`src/rtl/decoder_sel_sequencer_pkg.sv`:
```
// Shared constants and types for the decoder select sequencer.
//   MODE_*  : run modes presented on the mode input
//   DIR_*   : direction encoding of the internal ping-pong direction flag
package decoder_sel_sequencer_pkg;
  typedef logic [1:0] mode_t;
  typedef logic [3:0] sel_t;

  localparam mode_t MODE_UP   = 2'b00;
  localparam mode_t MODE_DN   = 2'b01;
  localparam mode_t MODE_PP   = 2'b10;
  localparam mode_t MODE_HOLD = 2'b11;

  localparam logic DIR_UP = 1'b0;
  localparam logic DIR_DN = 1'b1;

  localparam sel_t SEL_MAX = 4'd15;
  localparam sel_t SEL_MIN = 4'd0;
endpackage

```
`src/rtl/decoder_sel_sequencer_if.sv`:
```
// Control/observation bundle of the select sequencer.
//   master : drives en, mode, load, load_val; observes sel, A..D, step, wrap
//   slave  : the sequencer side
interface decoder_sel_sequencer_if;
  import decoder_sel_sequencer_pkg::*;
  logic  en;
  mode_t mode;
  logic  load;
  sel_t  load_val;
  sel_t  sel;
  logic  A, B, C, D;
  logic  step;
  logic  wrap;

  modport master (output en, mode, load, load_val,
                  input  sel, A, B, C, D, step, wrap);
  modport slave  (input  en, mode, load, load_val,
                  output sel, A, B, C, D, step, wrap);
endinterface

```
`src/rtl/decoder_sel_sequencer_tick_prescaler.sv`:
```
// tick_prescaler: counts enabled cycles and raises tick on the last one of
// every TICK_DIV-cycle period.
//   clk, rst : clock, async active-high reset
//   en       : advance the count; en=0 freezes it in place
//   clr      : synchronous return to 0, overrides en
//   tick     : combinational, high while en=1 and the count is at TICK_DIV-1
module tick_prescaler #(
  parameter int TICK_DIV = 5,
  parameter int DIV_W    = 3
) (
  input  logic clk,
  input  logic rst,
  input  logic en,
  input  logic clr,
  output logic tick
);
  localparam logic [DIV_W-1:0] LAST = DIV_W'(TICK_DIV - 1);

  logic [DIV_W-1:0] cnt_q, cnt_d;

  assign tick = en && (cnt_q == LAST);

  always_comb begin
    cnt_d = cnt_q;
    if (clr)       cnt_d = '0;
    else if (tick) cnt_d = '0;
    else if (en)   cnt_d = cnt_q + 1'b1;
  end

  always_ff @(posedge clk or posedge rst) begin
    if (rst) cnt_q <= '0;
    else     cnt_q <= cnt_d;
  end
endmodule

```
`src/rtl/decoder_sel_sequencer.sv`:
```
// decoder_sel_sequencer: produces the 4-bit select code (A=LSB .. D=MSB) for
// the 4-to-16 decoder, stepping it up/down/ping-pong/hold at a prescaled rate.
//   clk, rst : clock, async active-high reset
//   bus      : slave side of decoder_sel_sequencer_if
//              en/mode/load/load_val in; sel, A..D, step, wrap out
// step marks the cycle a freshly stepped sel is presented; wrap marks the
// 15<->0 wrap or a ping-pong turnaround in that same cycle.
module decoder_sel_sequencer
  import decoder_sel_sequencer_pkg::*;
#(
  parameter int TICK_DIV = 5,
  parameter int DIV_W    = 3
) (
  input logic                     clk,
  input logic                     rst,
  decoder_sel_sequencer_if.slave  bus
);
  logic tick;
  sel_t sel_q, sel_d;
  logic dir_q, dir_d;
  logic step_q, step_d;
  logic wrap_q, wrap_d;

  tick_prescaler #(.TICK_DIV(TICK_DIV), .DIV_W(DIV_W)) u_presc (
    .clk  (clk),
    .rst  (rst),
    .en   (bus.en),
    .clr  (bus.load),
    .tick (tick)
  );

  always_comb begin
    sel_d  = sel_q;
    dir_d  = dir_q;
    step_d = 1'b0;
    wrap_d = 1'b0;
    if (bus.load) begin
      // load beats a coincident tick; that tick is simply lost
      sel_d = bus.load_val;
    end else if (tick) begin
      unique case (bus.mode)
        MODE_UP: begin
          dir_d  = DIR_UP;
          step_d = 1'b1;
          wrap_d = (sel_q == SEL_MAX);
          sel_d  = sel_q + 4'd1;
        end
        MODE_DN: begin
          dir_d  = DIR_DN;
          step_d = 1'b1;
          wrap_d = (sel_q == SEL_MIN);
          sel_d  = sel_q - 4'd1;
        end
        MODE_PP: begin
          step_d = 1'b1;
          // turn around at the ends instead of wrapping, so no value repeats
          if (dir_q == DIR_UP) begin
            if (sel_q == SEL_MAX) begin
              sel_d  = SEL_MAX - 4'd1;
              dir_d  = DIR_DN;
              wrap_d = 1'b1;
            end else begin
              sel_d = sel_q + 4'd1;
            end
          end else begin
            if (sel_q == SEL_MIN) begin
              sel_d  = SEL_MIN + 4'd1;
              dir_d  = DIR_UP;
              wrap_d = 1'b1;
            end else begin
              sel_d = sel_q - 4'd1;
            end
          end
        end
        default: ; // hold: prescaler keeps running, sel and dir stay put
      endcase
    end
  end

  always_ff @(posedge clk or posedge rst) begin
    if (rst) begin
      sel_q  <= SEL_MIN;
      dir_q  <= DIR_UP;
      step_q <= 1'b0;
      wrap_q <= 1'b0;
    end else begin
      sel_q  <= sel_d;
      dir_q  <= dir_d;
      step_q <= step_d;
      wrap_q <= wrap_d;
    end
  end

  assign bus.sel  = sel_q;
  assign bus.A    = sel_q[0];
  assign bus.B    = sel_q[1];
  assign bus.C    = sel_q[2];
  assign bus.D    = sel_q[3];
  assign bus.step = step_q;
  assign bus.wrap = wrap_q;
endmodule
```
`src/flat_wrapper.sv`:
```
// flat-port wrapper written by rule: the top's interface ports become plain ports
module decoder_sel_sequencer_flat import decoder_sel_sequencer_pkg::*;
#(
  parameter int TICK_DIV = 5,
  parameter int DIV_W    = 3
)
  (clk, rst, bus_en, bus_mode, bus_load, bus_load_val, bus_sel, bus_A, bus_B, bus_C, bus_D, bus_step, bus_wrap);
  decoder_sel_sequencer_if bus_i ();
  input logic clk;
  input logic rst;
  input wire logic [$bits(bus_i.en)-1:0] bus_en;
  input wire logic [$bits(bus_i.mode)-1:0] bus_mode;
  input wire logic [$bits(bus_i.load)-1:0] bus_load;
  input wire logic [$bits(bus_i.load_val)-1:0] bus_load_val;
  output wire logic [$bits(bus_i.sel)-1:0] bus_sel;
  output wire logic [$bits(bus_i.A)-1:0] bus_A;
  output wire logic [$bits(bus_i.B)-1:0] bus_B;
  output wire logic [$bits(bus_i.C)-1:0] bus_C;
  output wire logic [$bits(bus_i.D)-1:0] bus_D;
  output wire logic [$bits(bus_i.step)-1:0] bus_step;
  output wire logic [$bits(bus_i.wrap)-1:0] bus_wrap;
  assign bus_i.en = bus_en;
  assign bus_i.mode = bus_mode;
  assign bus_i.load = bus_load;
  assign bus_i.load_val = bus_load_val;
  assign bus_sel = bus_i.sel;
  assign bus_A = bus_i.A;
  assign bus_B = bus_i.B;
  assign bus_C = bus_i.C;
  assign bus_D = bus_i.D;
  assign bus_step = bus_i.step;
  assign bus_wrap = bus_i.wrap;
  decoder_sel_sequencer #(.TICK_DIV(TICK_DIV), .DIV_W(DIV_W)) u_core (.clk(clk), .rst(rst), .bus(bus_i));
endmodule
```
`config.mk`:
```
export PLATFORM = sky130hd
export DESIGN_NAME = decoder_sel_sequencer_flat
export DESIGN_NICKNAME = d
export VERILOG_FILES = /design/src/rtl/decoder_sel_sequencer_pkg.sv /design/src/rtl/decoder_sel_sequencer_if.sv /design/src/rtl/decoder_sel_sequencer_tick_prescaler.sv /design/src/rtl/decoder_sel_sequencer.sv /design/src/flat_wrapper.sv
export SDC_FILE = /design/constraint.sdc
export NUM_CORES = 1
export LEC_CHECK = 0
export BUFFER_PORTS_ARGS = -buffer_cell sky130_fd_sc_hd__buf_2
export CAP_MARGIN = 15
export CORE_MARGIN = 2
export CORE_UTILIZATION = 60
export CTS_BUF_LIST = sky130_fd_sc_hd__clkbuf_4
export DETAILED_ROUTE_END_ITERATION = 8
export PLACE_DENSITY = 0.87
export SLEW_MARGIN = 20
export SYNTH_ARGS = -nofsm -noshare
export SYNTH_HDL_FRONTEND = slang
export SYNTH_SLANG_ARGS = --single-unit
export TNS_END_PERCENT = 20
```
`constraint.sdc`:
```
create_clock -name clk -period 4.7 [get_ports clk]
set_input_delay 0.47 -clock clk [delete_from_list [all_inputs] [get_ports clk]]
set_output_delay 0.47 -clock clk [all_outputs]
set_load 0.05 [all_outputs]
```
# Word-level counts from Yosys, hierarchy flattened

Cells that the tools add are included.

Output and inout bits: 10
Bits in registers: 10
Word-level logic and storage cells: 44
Input port bits: 10

$add $sub $neg: 3
Reduce and logical (&&, ||, !) cells: 10
Bitwise gates (word level): 1
Equality and inequality tests: 4
Multiplexer cells: 21

Operators by type and width:

| cell                                                               | count |
|---|---|
| 4-bit 2-to-1 mux                                                   | 5 |
| 4-bit one-hot mux with 3 select lines                              | 1 |
| 1-bit 2-to-1 mux                                                   | 10 |
| 3-bit 2-to-1 mux                                                   | 3 |
| 1-bit one-hot mux with 3 select lines                              | 2 |
| 3-bit nonzero test                                                 | 2 |
| 4-bit by 1-bit adder with 4-bit output, second input constant      | 1 |
| 4-bit == test, second input constant                               | 1 |
| 4-bit logical NOT                                                  | 1 |
| 4-bit nonzero test                                                 | 1 |
| 4-bit by 1-bit subtractor with 4-bit output, second input constant | 1 |
| 3-bit by 1-bit adder with 3-bit output, second input constant      | 1 |
| 3-bit == test, second input constant                               | 1 |
| 3-bit AND reduction                                                | 1 |
| 3-bit OR reduction                                                 | 1 |
| 2-bit by 1-bit == test with 1-bit output, second input constant    | 1 |
| 2-bit == test, second input constant                               | 1 |
| 2-bit logical NOT                                                  | 1 |
| 2-bit AND reduction                                                | 1 |
| 2-bit nonzero test                                                 | 1 |
| 1-bit logical AND                                                  | 1 |
| 1-bit NOT                                                          | 1 |

# Longest topological paths before layout

Gate-level depths: netlist of the first run.

Word-level depth: 6
Gate-level depth with buffers: 7
Gate-level depth less buffers: 7

# Hierarchy

From an unflattened synthesis of the first run, not the netlist that was laid out.

Cell total of the unflattened synthesis: 114
Area, all modules: 938.4 um^2

Modules (own cells, without submodules):

| module                | area an instance (um^2) | sequential area each (um^2) | cells an instance | times used |
|---|---|---|---|---|
| decoder_sel_sequencer | 760.7                   | 175.2                       | 96                | 1 |
| tick_prescaler        | 177.7                   | 75.1                        | 18                | 1 |

# Least setup slack after synthesis of the first run

OpenSTA, ideal clock, no wires.

Kind: flip-flop to flip-flop
From: register u_core.sel_q[0], in the netlist u_core.bus.sel[0]
To: register u_core.sel_q[1], in the netlist u_core.bus.sel[1]
Required time: 4.605 ns
Library setup time: 0.095 ns
Clock period less this slack: 1.950 ns
Path slack: 2.750 ns
Path buffers: 0
Stages on the path, launching flop included: 7
Arrival: 1.854 ns
Path through: dfrtp_1 > inv_1 > ha_1 > and2b_4 > o221ai_1 > a21oi_1 > o31ai_1

Cells in the longest elaborated chain, start to end: 6
Elaborated cells between the ends (all ways): 10
Classes of those cells: add/sub (2); eq/ne (1); mux (6); reduce/logical (1)

Ends and longest elaborated chain:

| item                                                                 | RTL line                                                 | RTL |
|---|---|---|
| from (decl)                                                          | decoder_sel_sequencer.sv:19                              | `sel_t sel_q, sel_d;` |
| from (signal assigned)                                               | decoder_sel_sequencer.sv:87                              | `sel_q <= sel_d;` |
| 4-bit by 1-bit adder with 4-bit output, or another cell as far along | decoder_sel_sequencer.sv:46, decoder_sel_sequencer.sv:63 |  |
| 4-bit 2-to-1 mux, on equally long branches                           | decoder_sel_sequencer.sv:58, decoder_sel_sequencer.sv:66 |  |
| 4-bit 2-to-1 mux                                                     | decoder_sel_sequencer.sv:57                              | `if (dir_q == DIR_UP) begin` |
| 4-bit one-hot mux with 3 select lines *                              | decoder_sel_sequencer.sv:41                              | `unique case (bus.mode)` |
| 4-bit 2-to-1 mux *                                                   | decoder_sel_sequencer.sv:40                              | `end else if (tick) begin` |
| 4-bit 2-to-1 mux *                                                   | decoder_sel_sequencer.sv:37                              | `if (bus.load) begin` |

Mark *: on every way between the ends. The rest lies on a longest branch, timed or not. The select of a mux whose other input is x is not followed.
A chain may end at the register's enable or synchronous reset.

# Worst setup path after layout of the first run

Ends and elaborated chain as after synthesis.

==> key figures, run 1 <==
Floorplanning
  • # IOs: 20
  • DIE HEIGHT: 43.5 um
  • Core region area: 1490 sq um
  • Row count: 14
  • Initial core utilization: 62.9%
  • Die Wd: 43.5 um
  • Die ar.: 1890 sq um

GRT
  • Largest net degree at the start of global routing: 16
  • First-pass GRT wire length: 3.88 mm
  • Global route overflow: 0
  • Global Route Usage Sum: 28.0%
  • Antenna violations before repair: 0
  • Number of global-route vias before repair: 822

STA
  • Setup violators final: 0
  • Fin. Hold Viols: 0
  • Highest Clock Rate: 552 MHz
  • Final TNS setup: 0 ns
  • Max-slew violations: 0
  • Fin crit share: 38.6%
  • Clk_skew: 0.00850 ns
  • RSZ-0062 raised after global routing: no
  • Slew @ Worst Pin: 0.549 ns
  • Relative slew margins: 63.4%
  • Min cycle time layout: 1.81 ns

Place
  • Routability cong.: 0.983
  • I/O Buffers: 19
  • HPWL Detailed: 1.66 mm
  • Placed Cells: 137

Logic synthesis
  • Post-synthesis adder-cell area fraction: 10.7%
  • Yosys cell types: 42
  • Synth Area in Simple Gates: 22.2%
  • Avg Synthesized Cell Area: 8.51 sq um
  • Share of the synthesized area in the top cell type: 26.7%
  • Async SR Flop Fraction: 100%
  • Post-synth EDFFs: 0
  • XOR/XNOR Fraction of Synth Area: 2.81%
  • #FFs+latches synth: 10
  • Main synth FF type: dfrtp_1
  • Mux cell area share after synthesis: 4.41%
  • Commonest cells in the netlist: inv_1 (12), nand2_1 (12), dfrtp_1 (10)
  • Synth top area cells: dfrtp_1 (27%), ha_1 (11%), inv_1 (4.8%)
  • Synth Area in Compound Gates: 22.2%
  • Cell taking the most area after synthesis: dfrtp_1
  • Sequential area share after synthesis: 26.7%
  • Ys Warns: 0
  • Syn_nets: 128
  • Mapped Cells: 110
  • Largest family of logic cells by synthesized area: simple AND/OR/NAND/NOR gates
  • Synthesized area: 936 sq um

Power and ir drop
  • Pwr Density: 249 nW/um^2
  • Lkg Pwr: 0.000484 uW
  • Total Power: 254 uW
  • IR drop worst, VDD: 103 uV

Setup path
  • Critical path fanouts, max: 7
  • Kind of critical path: reg -> reg
  • CP Capture Type: flop
  • Worst r2r dst: u_core.bus.sel[1]
  • Reg2Reg Depth: 6
  • Worst Path Required: 4.88 ns
  • Setup crit start kind: flop
  • R2R Path Start: u_core.bus.sel[0]
  • Worst path arrival time: 1.99 ns
  • Setup slack, reg-to-reg: 2.89 ns

Route
  • # DRC: 0
  • Vias per Instance: 6.15
  • Post-route ant nets: 0
  • Routed wl met2: 1.09 mm
  • First-pass detailed-route iteration total: 4
  • Met1 wire length: 957 um
  • Final wirelength: 2.27 mm
  • DR top layer: met4
  • First DRT Iteration DRCs: 49
  • Vias: 867
  • Drt wl/cell: 16.1 um
  • Met3 WL: 159 um

Clocking
  • TritonCTS Buffers: 3
  • CTS hold repair buffers: 0
  • CTS root buf: clkbuf_4
  • CTS tree: done
  • CTS Sinks: 10
  • Clk_lat worst skew: 0.28 ns
  • Setup bufs post-CTS: 0
  • CTS H-tree lvls: 1
  • Post-CTS Resized: 0
  • Worst-path clk slew: 0.07 ns
  • Clock Path Buffers: 2

Finish
  • Area Overhead vs Synth: 8.96%
  • Fraction of layout cells with a size suffix above 1: 24.8%
  • Fin util: 68.5%
  • Fillers: 132
  • Final std cells w/o fill: 141
  • # diodes: 0
  • Nets: 144

Run status
  • Status: finished clean

Min path
  • Hold WC Path Type: in -> async

Run
  • Max-Cap Viols: 0
## kinds of logic (layout without fill, tap and decap cells)
family | after synthesis | in the layout
AOI/OAI and AO/OA | 29 | 29
and+or+nand+nor | 36 | 36
buffers and inverters | 20 | 35
xor gates and xnor gates | 3 | 3
adders and majority gates | 8 | 8
DFF | 10 | 10
muxes | 4 | 4
## layout make-up
cell class	count	area, sq um	area share (%)
Multi-Input combinational cell	80	583	57.2
Clock buffer	3	22.5	2.21
Inverter	12	45.0	4.42
Sequential cell	10	250	24.5
Clock inverter	1	3.75	0.368
Tap cell	16	20.0	1.96
Timing Repair Buffer	19	95.1	9.33
## critical path: stages, from the launching register on
cell,delay [ns]
dfrtp_1,0.51
inv_1,0.15
ha_1,0.28
and2b_4,0.20
o221ai_1,0.24
a21oi_1,0.11
o31ai_1,0.23
## registers in the layout (all words and copies together), names as in the netlist
signal and cells:
u_core.dir_q 1, u_core.bus.wrap 1, u_core.bus.step 1, u_core.bus.sel 4
u_core.u_presc.cnt_q 3
## layout by cell type (no fill, tap or decap), types with 3 or more instances in the layout
cell type	Yosys	layout
a21oi_1	7	7
a31oi_1	3	3
buf_2	1	19
clkbuf_4	0	3
dfrtp_1	10	10
ha_1	8	8
inv_1	12	12
mux2i_1	3	3
nand2_1	12	12
nor2_1	6	6
nor3_1	4	4
## layer usage
| metal | track usage, % | vias to the layer above |
|---|---|---|
| li1 | - | 420 |
| met1 | 36.8 | 398 |
| met2 | 45.4 | 38 |
| met3 | 4.58 | 11 |
| met4 | 12.1 | 0 |
| met5 | 0 | - |
## report_power, final
part / internal, uW / leakage [uW] / switching, uW
Clock: 30.8 / 0.0000154 / 32.9
Combinational: 29.5 / 0.000338 / 58.1
Sequential: 90.4 / 0.000131 / 11.8
## worst max-delay path by stage
stage,start,endpoint,slack [ns],depth (start not counted)
finish,u_core.bus.sel[0],u_core.bus.sel[1],2.89,6
detailed placement,bus_mode[0],u_core.bus.sel[0],2.84,7
floorplan,u_core.bus.sel[0],u_core.bus.sel[1],2.75,6
global placement,bus_mode[0],u_core.bus.sel[0],2.85,7
CTS,u_core.bus.sel[2],bus_C,2.91,1
global route,u_core.bus.sel[0],u_core.bus.sel[1],2.78,6
## stage by stage
| step | instance area, sq um | setup slack [ns] | hold slack (ns) |
|---|---|---|---|
| floorplan | 936 | 2.75 | 0.310 |
| global placement | 993 | 2.85 | 0.463 |
| detailed placement | 993 | 2.84 | 0.459 |
| CTS | 1020 | 2.91 | 0.164 |
| global route | 1020 | 2.78 | 0.190 |
| finish | 1020 | 2.89 | 0.152 |
Power figures use the tool's default switching activity.
==> run 2, diff against run 1 <==
--- a/config.mk
+++ b/config.mk
@@ -8,10 +8,10 @@
 export BUFFER_PORTS_ARGS = -buffer_cell sky130_fd_sc_hd__buf_2
 export CAP_MARGIN = 15
 export CORE_MARGIN = 2
-export CORE_UTILIZATION = 60
+export CORE_UTILIZATION = 50
 export CTS_BUF_LIST = sky130_fd_sc_hd__clkbuf_4
 export DETAILED_ROUTE_END_ITERATION = 8
-export PLACE_DENSITY = 0.87
+export PLACE_DENSITY = 0.77
 export SLEW_MARGIN = 20
 export SYNTH_ARGS = -nofsm -noshare
 export SYNTH_HDL_FRONTEND = slang
==> constraint.sdc (replaced) <==
create_clock -name clk -period 1.6 [get_ports clk]
set_input_delay 0.16 -clock clk [delete_from_list [all_inputs] [get_ports clk]]
set_output_delay 0.16 -clock clk [all_outputs]
set_load 0.05 [all_outputs]
==> key figures, run 2 (synthesis gave the netlist of run 1 again) <==
STA
  • Fin. Hold Viols: 0 (unchanged)
  • Clk_skew: 0.0124 ns (was 0.00850 ns)
  • Max-slew violations: 0 (unchanged)
  • RSZ-0062 raised after global routing: yes (was no)
  • Worst setup margin: 0.0128 ns (was 2.89 ns)
  • Relative slew margins: 71.4% (was 63.4%)
  • Setup violators final: 0 (unchanged)
  • Min cycle time layout: 1.59 ns (was 1.81 ns)
  • Fin crit share: 99.2% (was 38.6%)
  • Final TNS setup: 0 ns (unchanged)
  • Highest Clock Rate: 630 MHz (was 552 MHz)
  • Slew @ Worst Pin: 0.430 ns (was 0.549 ns)

Power and ir drop
  • Sw Share: 38.6% (was 40.5%)
  • Clock power frac: 25.9% (was 25.1%)
  • Seq pwr share: 36.3% (was 40.3%)
  • Lkg Pwr: 0.000534 uW (was 0.000484 uW)
  • Cell-internal power: 503 uW (was 151 uW)
  • Logic pwr share: 37.8% (was 34.6%)
  • IR drop worst, VDD: 339 uV (was 103 uV)
  • Pwr Density: 703 nW/um^2 (was 249 nW/um^2)
  • Total Power: 818 uW (was 254 uW)
  • Sw power: 316 uW (was 103 uW)

Route
  • First-pass detailed-route iteration total: 4 (unchanged)
  • First DRT Iteration DRCs: 33 (was 49)
  • Vias per Instance: 5.76 (was 6.15)
  • Final wirelength: 2.28 mm (was 2.27 mm)
  • Drt wl/cell: 14.3 um (was 16.1 um)
  • # DRC: 0 (unchanged)
  • Vias: 922 (was 867)
  • Post-route ant nets: 0 (unchanged)

Setup path
  • Max incr delay on CP: 0.52 ns (was 0.51 ns)
  • Worst path arrival time: 1.78 ns (was 1.99 ns)
  • CP dominant cell by count: a2bb2oi_1
  • CP Capture Type: flop (unchanged)
  • CP max stage cell: dfrtp_4 (was dfrtp_1)
  • Worst Path Required: 1.80 ns (was 4.88 ns)
  • Crit path buffers/inverters: 1 (unchanged)
  • Setup crit start kind: flop (unchanged)
  • Crit-path cells: buf_4, nor3_2, a2bb2oi_1, o311ai_2, a2bb2oi_1 (was inv_1, ha_1, and2b_4, o221ai_1, a21oi_1, o31ai_1)
  • Kind of critical path: reg -> reg (unchanged)
  • Cell family with most CP delay: compound AO/OA/AOI/OAI gates (unchanged)
  • Critical path fanouts, max: 5 (was 7)

Place
  • Pre-CTS WS: 0.0281 ns (was 2.84 ns)
  • Routability cong.: 0.959 (was 0.983)
  • HPWL Detailed: 1.68 mm (was 1.66 mm)
  • DP Area: 1060 sq um (was 993 sq um)
  • I/O Buffers: 19 (unchanged)

GRT
  • Global route overflow: 0 (unchanged)
  • Number of global-route vias before repair: 817 (was 822)
  • Antenna violations before repair: 0 (unchanged)
  • Global Route Usage Sum: 22.6% (was 28.0%)
  • Largest net degree at the start of global routing: 14 (was 16)
  • First-pass GRT wire length: 3.49 mm (was 3.88 mm)

Clocking
  • Clock Path Buffers: 2 (unchanged)
  • CTS root buf: clkbuf_4 (unchanged)
  • CTS H-tree lvls: 1 (unchanged)
  • Worst-path clk slew: 0.08 ns (was 0.07 ns)
  • TritonCTS Buffers: 3 (unchanged)
  • CTS Sinks: 10 (unchanged)
  • Clk_lat worst skew: 0.28 ns (about the same)
  • CTS tree: done (unchanged)

Floorplanning
  • # IOs: 20 (unchanged)
  • Row count: 15 (was 14)
  • Core region area: 1750 sq um (was 1490 sq um)
  • Die Wd: 47.3 um (was 43.5 um)
  • DIE HEIGHT: 47.3 um (was 43.5 um)
  • Initial core utilization: 53.6% (was 62.9%)
  • Die ar.: 2230 sq um (was 1890 sq um)

Run status
  • Status: finished clean (unchanged)

Min path
  • Hold WC Path Type: in -> reg (was in -> async)

Finish
  • Area Overhead vs Synth: 24.5% (was 8.96%)
  • Fin area: 1160 sq um (was 1020 sq um)
  • Most frequent cells in the layout: buf_2 (19), nand2_1 (12), inv_1 (10), buf_4 (9), dfrtp_1 (7) (was buf_2 (19), nand2_1 (12), inv_1 (12), dfrtp_1 (10), ha_1 (8))
  • Number of flip-flops under the largest register name: 4 (unchanged)
  • # diodes: 0 (unchanged)
  • Nets: 154 (was 144)
  • Fraction of layout cells with a size suffix above 1: 38.5% (was 24.8%)
  • Commonest non-fill, non-tap cell in the layout: buf_2 (unchanged)
  • Fillers: 140 (was 132)

Run
  • Max-Cap Viols: 0 (unchanged)
==> run 2: metal layers <==
layer | part of all wire (%) | up-vias | wire [um] | track usage, %
met5 | 0 | - | 0 | 0
met1 | 42 | 435 | 953 | 27.3
met3 | 6.8 | 7 | 156 | 4.62
met4 | 3.0 | 0 | 68 | 10.6
met2 | 48 | 49 | 1100 | 38.1
li1 | - | 431 | - | -
==> run 2: metrics by stage <==
step,hold WS (ns),utilization (%),cells
after floorplan,0.000151,-,110
after global placement,0.155,60.8,152
after detailed placement,0.157,60.8,152
after CTS,0.119,63.1,157
after global routing,0.120,66.7,160
final,0.122,66.7,160
==> run 2: area by class of cell <==
cell class / instances / area, sq um / area share [%]
Tap cell: 25 / 31.3 / 2.69
Timing Repair Buffer: 29 / 173 / 14.8
Sequential cell: 10 / 259 / 22.2
Inverter: 12 / 50.0 / 4.30
Clock buffer: 4 / 30.0 / 2.58
Multi-Input combinational cell: 80 / 622 / 53.4
==> run 2: what timing repair did <==
action | in CTS | in global routing
endpoints found under the hold margin | 10 | 0
setup endpoints to repair | 0 | 5
buffers inserted | 0 | 3
gates resized for setup | 0 | 9
hold buffers | 1 | 0
==> run 2: power groups by stage <==
stage               clock network (uW)  logic, uW  registers [uW]
floorplan                            0        185             329
finish                             212        310             297
CTS                                212        288             294
detailed placement                   0        285             299
global route                       228        332             300
global placement                     0        279             297
==> run 2: final timing paths <==
path | from | to | slack (ns) | cells after the start
worst min-delay path | bus_load_val[0] | u_core.bus.sel[0] | 0.12 | 2
worst max-delay path | u_core.bus.sel[1] | u_core.bus.sel[3] | 0.01 | 5
min in group asynchronous | rst | u_core.u_presc.cnt_q[0] | 0.40 | 3
worst max register to register | u_core.bus.sel[1] | u_core.bus.sel[3] | 0.01 | 5
worst min register to register | u_core.u_presc.cnt_q[1] | u_core.u_presc.cnt_q[1] | 0.56 | 2
max in group asynchronous | rst | u_core.bus.sel[0] | 0.90 | 3
==> run 2: worst reg2reg max path, cell delays in order, from the launching register on <==
cell and delay (ns):
dfrtp_4 0.52, buf_4 0.16, nor3_2 0.28, a2bb2oi_1 0.15
o311ai_2 0.22, a2bb2oi_1 0.17
==> run 3, diff against run 2 <==
--- a/config.mk
+++ b/config.mk
@@ -12,6 +12,7 @@
 export CTS_BUF_LIST = sky130_fd_sc_hd__clkbuf_4
 export DETAILED_ROUTE_END_ITERATION = 8
 export PLACE_DENSITY = 0.77
+export SETUP_SLACK_MARGIN = 0.4
 export SLEW_MARGIN = 20
 export SYNTH_ARGS = -nofsm -noshare
 export SYNTH_HDL_FRONTEND = slang
==> key figures, run 3 (synthesis gave the netlist of run 1 again) <==
Power and ir drop
  • Logic pwr share: 37.4% (was 37.8%)
  • IR drop worst, VDD: 564 uV (was 339 uV)
  • Sw Share: 39.6% (was 38.6%)
  • Lkg Pwr: 0.000511 uW (was 0.000534 uW)
  • Sw power: 310 uW (was 316 uW)
  • Cell-internal power: 472 uW (was 503 uW)
  • Pwr Density: 676 nW/um^2 (was 703 nW/um^2)
  • Clock power frac: 23.2% (was 25.9%)
  • Seq pwr share: 39.4% (was 36.3%)

STA
  • Slew @ Worst Pin: 0.476 ns (was 0.430 ns)
  • Fin crit share: 95.7% (was 99.2%)
  • Setup violators final: 0 (unchanged)
  • Max-slew violations: 0 (unchanged)
  • Worst setup margin: 0.0693 ns (was 0.0128 ns)
  • Fin. Hold Viols: 0 (unchanged)
  • RSZ-0062 raised after global routing: yes (unchanged)
  • Final TNS setup: 0 ns (unchanged)
  • Relative slew margins: 68.3% (was 71.4%)
  • Clk_skew: 0.000361 ns (was 0.0124 ns)
  • Highest Clock Rate: 653 MHz (was 630 MHz)
  • Min cycle time layout: 1.53 ns (was 1.59 ns)

Setup path
  • Crit-path cells: inv_4, ha_4, and4bb_2, a21oi_1, o31ai_1, a22o_1 (was buf_4, nor3_2, a2bb2oi_1, o311ai_2, a2bb2oi_1)
  • Critical path fanouts, max: 6 (was 5)
  • Setup slack, reg-to-reg: 0.07 ns (was 0.01 ns)
  • Worst path arrival time: 1.74 ns (was 1.78 ns)
  • Worst Path Required: 1.81 ns (was 1.80 ns)
  • Kind of critical path: reg -> reg (unchanged)
  • Max incr delay on CP: 0.54 ns (was 0.52 ns)
  • CP max stage cell: dfrtp_4 (unchanged)
  • Reg2Reg Depth: 6 (was 5)
  • Cell family with most CP delay: flip-flops (was compound AO/OA/AOI/OAI gates)
  • Worst r2r dst: u_core.bus.sel[0] (was u_core.bus.sel[3])
  • R2R Path Start: u_core.bus.sel[1] (unchanged)
  • CP Capture Type: flop (unchanged)
  • Setup crit start kind: flop (unchanged)
  • Crit path buffers/inverters: 1 (unchanged)

GRT
  • Antenna violations before repair: 0 (unchanged)
  • Global route overflow: 0 (unchanged)
  • First-pass GRT wire length: 3.53 mm (was 3.49 mm)
  • Global Route Usage Sum: 23.2% (was 22.6%)
  • Number of global-route vias before repair: 814 (was 817)
  • Largest net degree at the start of global routing: 16 (was 14)

Finish
  • Nets: 149 (was 154)
  • Number of flip-flops under the largest register name: 4 (unchanged)
  • # diodes: 0 (unchanged)
  • Fin area: 1160 sq um (about the same)
  • Commonest non-fill, non-tap cell in the layout: buf_2 (unchanged)
  • Fin util: 66.3% (was 66.7%)
  • Most frequent cells in the layout: buf_2 (19), nand2_1 (12), inv_1 (10) (was buf_2 (19), nand2_1 (12), inv_1 (10), buf_4 (9), dfrtp_1 (7))
  • Fraction of layout cells with a size suffix above 1: 38.5% (about the same)
  • Area Overhead vs Synth: 23.7% (was 24.5%)
  • Final std cells w/o fill: 155 (was 160)

Route
  • First-pass detailed-route iteration total: 4 (unchanged)
  • First DRT Iteration DRCs: 34 (was 33)
  • Vias per Instance: 5.54 (was 5.76)
  • Final wirelength: 2.33 mm (was 2.28 mm)
  • Drt wl/cell: 15.0 um (was 14.3 um)
  • Vias: 858 (was 922)
  • Post-route ant nets: 0 (unchanged)
  • # DRC: 0 (unchanged)

Floorplanning
  • DIE HEIGHT: 47.3 um (unchanged)
  • Core region area: 1750 sq um (unchanged)
  • Die Wd: 47.3 um (unchanged)
  • Initial core utilization: 53.6% (unchanged)
  • Die ar.: 2230 sq um (unchanged)
  • # IOs: 20 (unchanged)
  • Row count: 15 (unchanged)

Place
  • DP Area: 1050 sq um (was 1060 sq um)
  • HPWL Detailed: 1.69 mm (was 1.68 mm)
  • I/O Buffers: 19 (unchanged)
  • Placed Cells: 147 (was 152)
  • Routability cong.: 0.879 (was 0.959)
  • Pre-CTS WS: 0.0522 ns (was 0.0281 ns)

Min path
  • Hold WC Path Type: in -> reg (unchanged)
  • Min-delay src: bus_load_val[0] (unchanged)
  • Hold Path End: u_core.bus.sel[0] (unchanged)
  • Worst Hold Depth: 2 (unchanged)

Clocking
  • Clock Path Buffers: 2 (unchanged)
  • TritonCTS Buffers: 3 (unchanged)
  • CTS Sinks: 10 (unchanged)
  • CTS tree: done (unchanged)
  • Clk_lat worst skew: 0.27 ns (was 0.28 ns)
  • CTS H-tree lvls: 1 (unchanged)
  • CTS root buf: clkbuf_4 (unchanged)
  • Worst-path clk slew: 0.07 ns (was 0.08 ns)

Run
  • Max-Cap Viols: 0 (unchanged)

Run status
  • Status: finished clean (unchanged)
-- run 3: through the flow --
step	total power, uW	hold slack [ns]
after detailed placement	579	0.159
final	782	0.120
after global placement	570	0.153
after global routing	828	0.126
after floorplan	524	0.0000837
after CTS	769	0.121
-- run 3: repair_timing --
item | 4_1_cts | 5_1_grt
pin swaps | 2 | 1
hold buffers | 1 | 0
gates cloned | 0 | 0
endpoints found under the setup margin | 10 | 15
buffers inserted | 3 | 0
gates resized for setup | 1 | 8
endpoints found under the hold margin | 10 | 0
-- run 3: cell type report --
class	count	area, sq um
Timing Repair Buffer	24	135
Clock inverter	1	3.75
Clock buffer	3	22.5
Inverter	12	50.0
Tap cell	25	31.3
Multi-Input combinational cell	80	654
Sequential cell	10	260
Fill cell	156	588
-- run 3: worst max-delay path by stage --
stage,start,depth (start not counted),to
after floorplan,u_core.bus.sel[0],6,u_core.bus.sel[0]
after global placement,u_core.bus.sel[0],6,u_core.bus.sel[0]
after detailed placement,u_core.bus.sel[0],6,u_core.bus.sel[0]
after CTS,u_core.bus.sel[1],6,u_core.bus.sel[0]
after global routing,u_core.bus.sel[1],6,u_core.bus.sel[0]
final,u_core.bus.sel[1],6,u_core.bus.sel[0]
-- run 3: metal layers --
layer | GRT usage (%) | share of wire [%] | vias up
li1 | - | - | 422
met1 | 30.1 | 43 | 396
met2 | 37.0 | 50 | 36
met3 | 8.08 | 6.7 | 4
met4 | 5.56 | 0.60 | 0
met5 | 0 | 0 | -
-- run 3: power by group through the flow --
stage	logic (uW)	registers [uW]	clock network, uW
finish	293	308	181
global route	315	311	201
CTS	285	303	181
detailed placement	268	311	0
global placement	262	308	0
floorplan	193	331	0
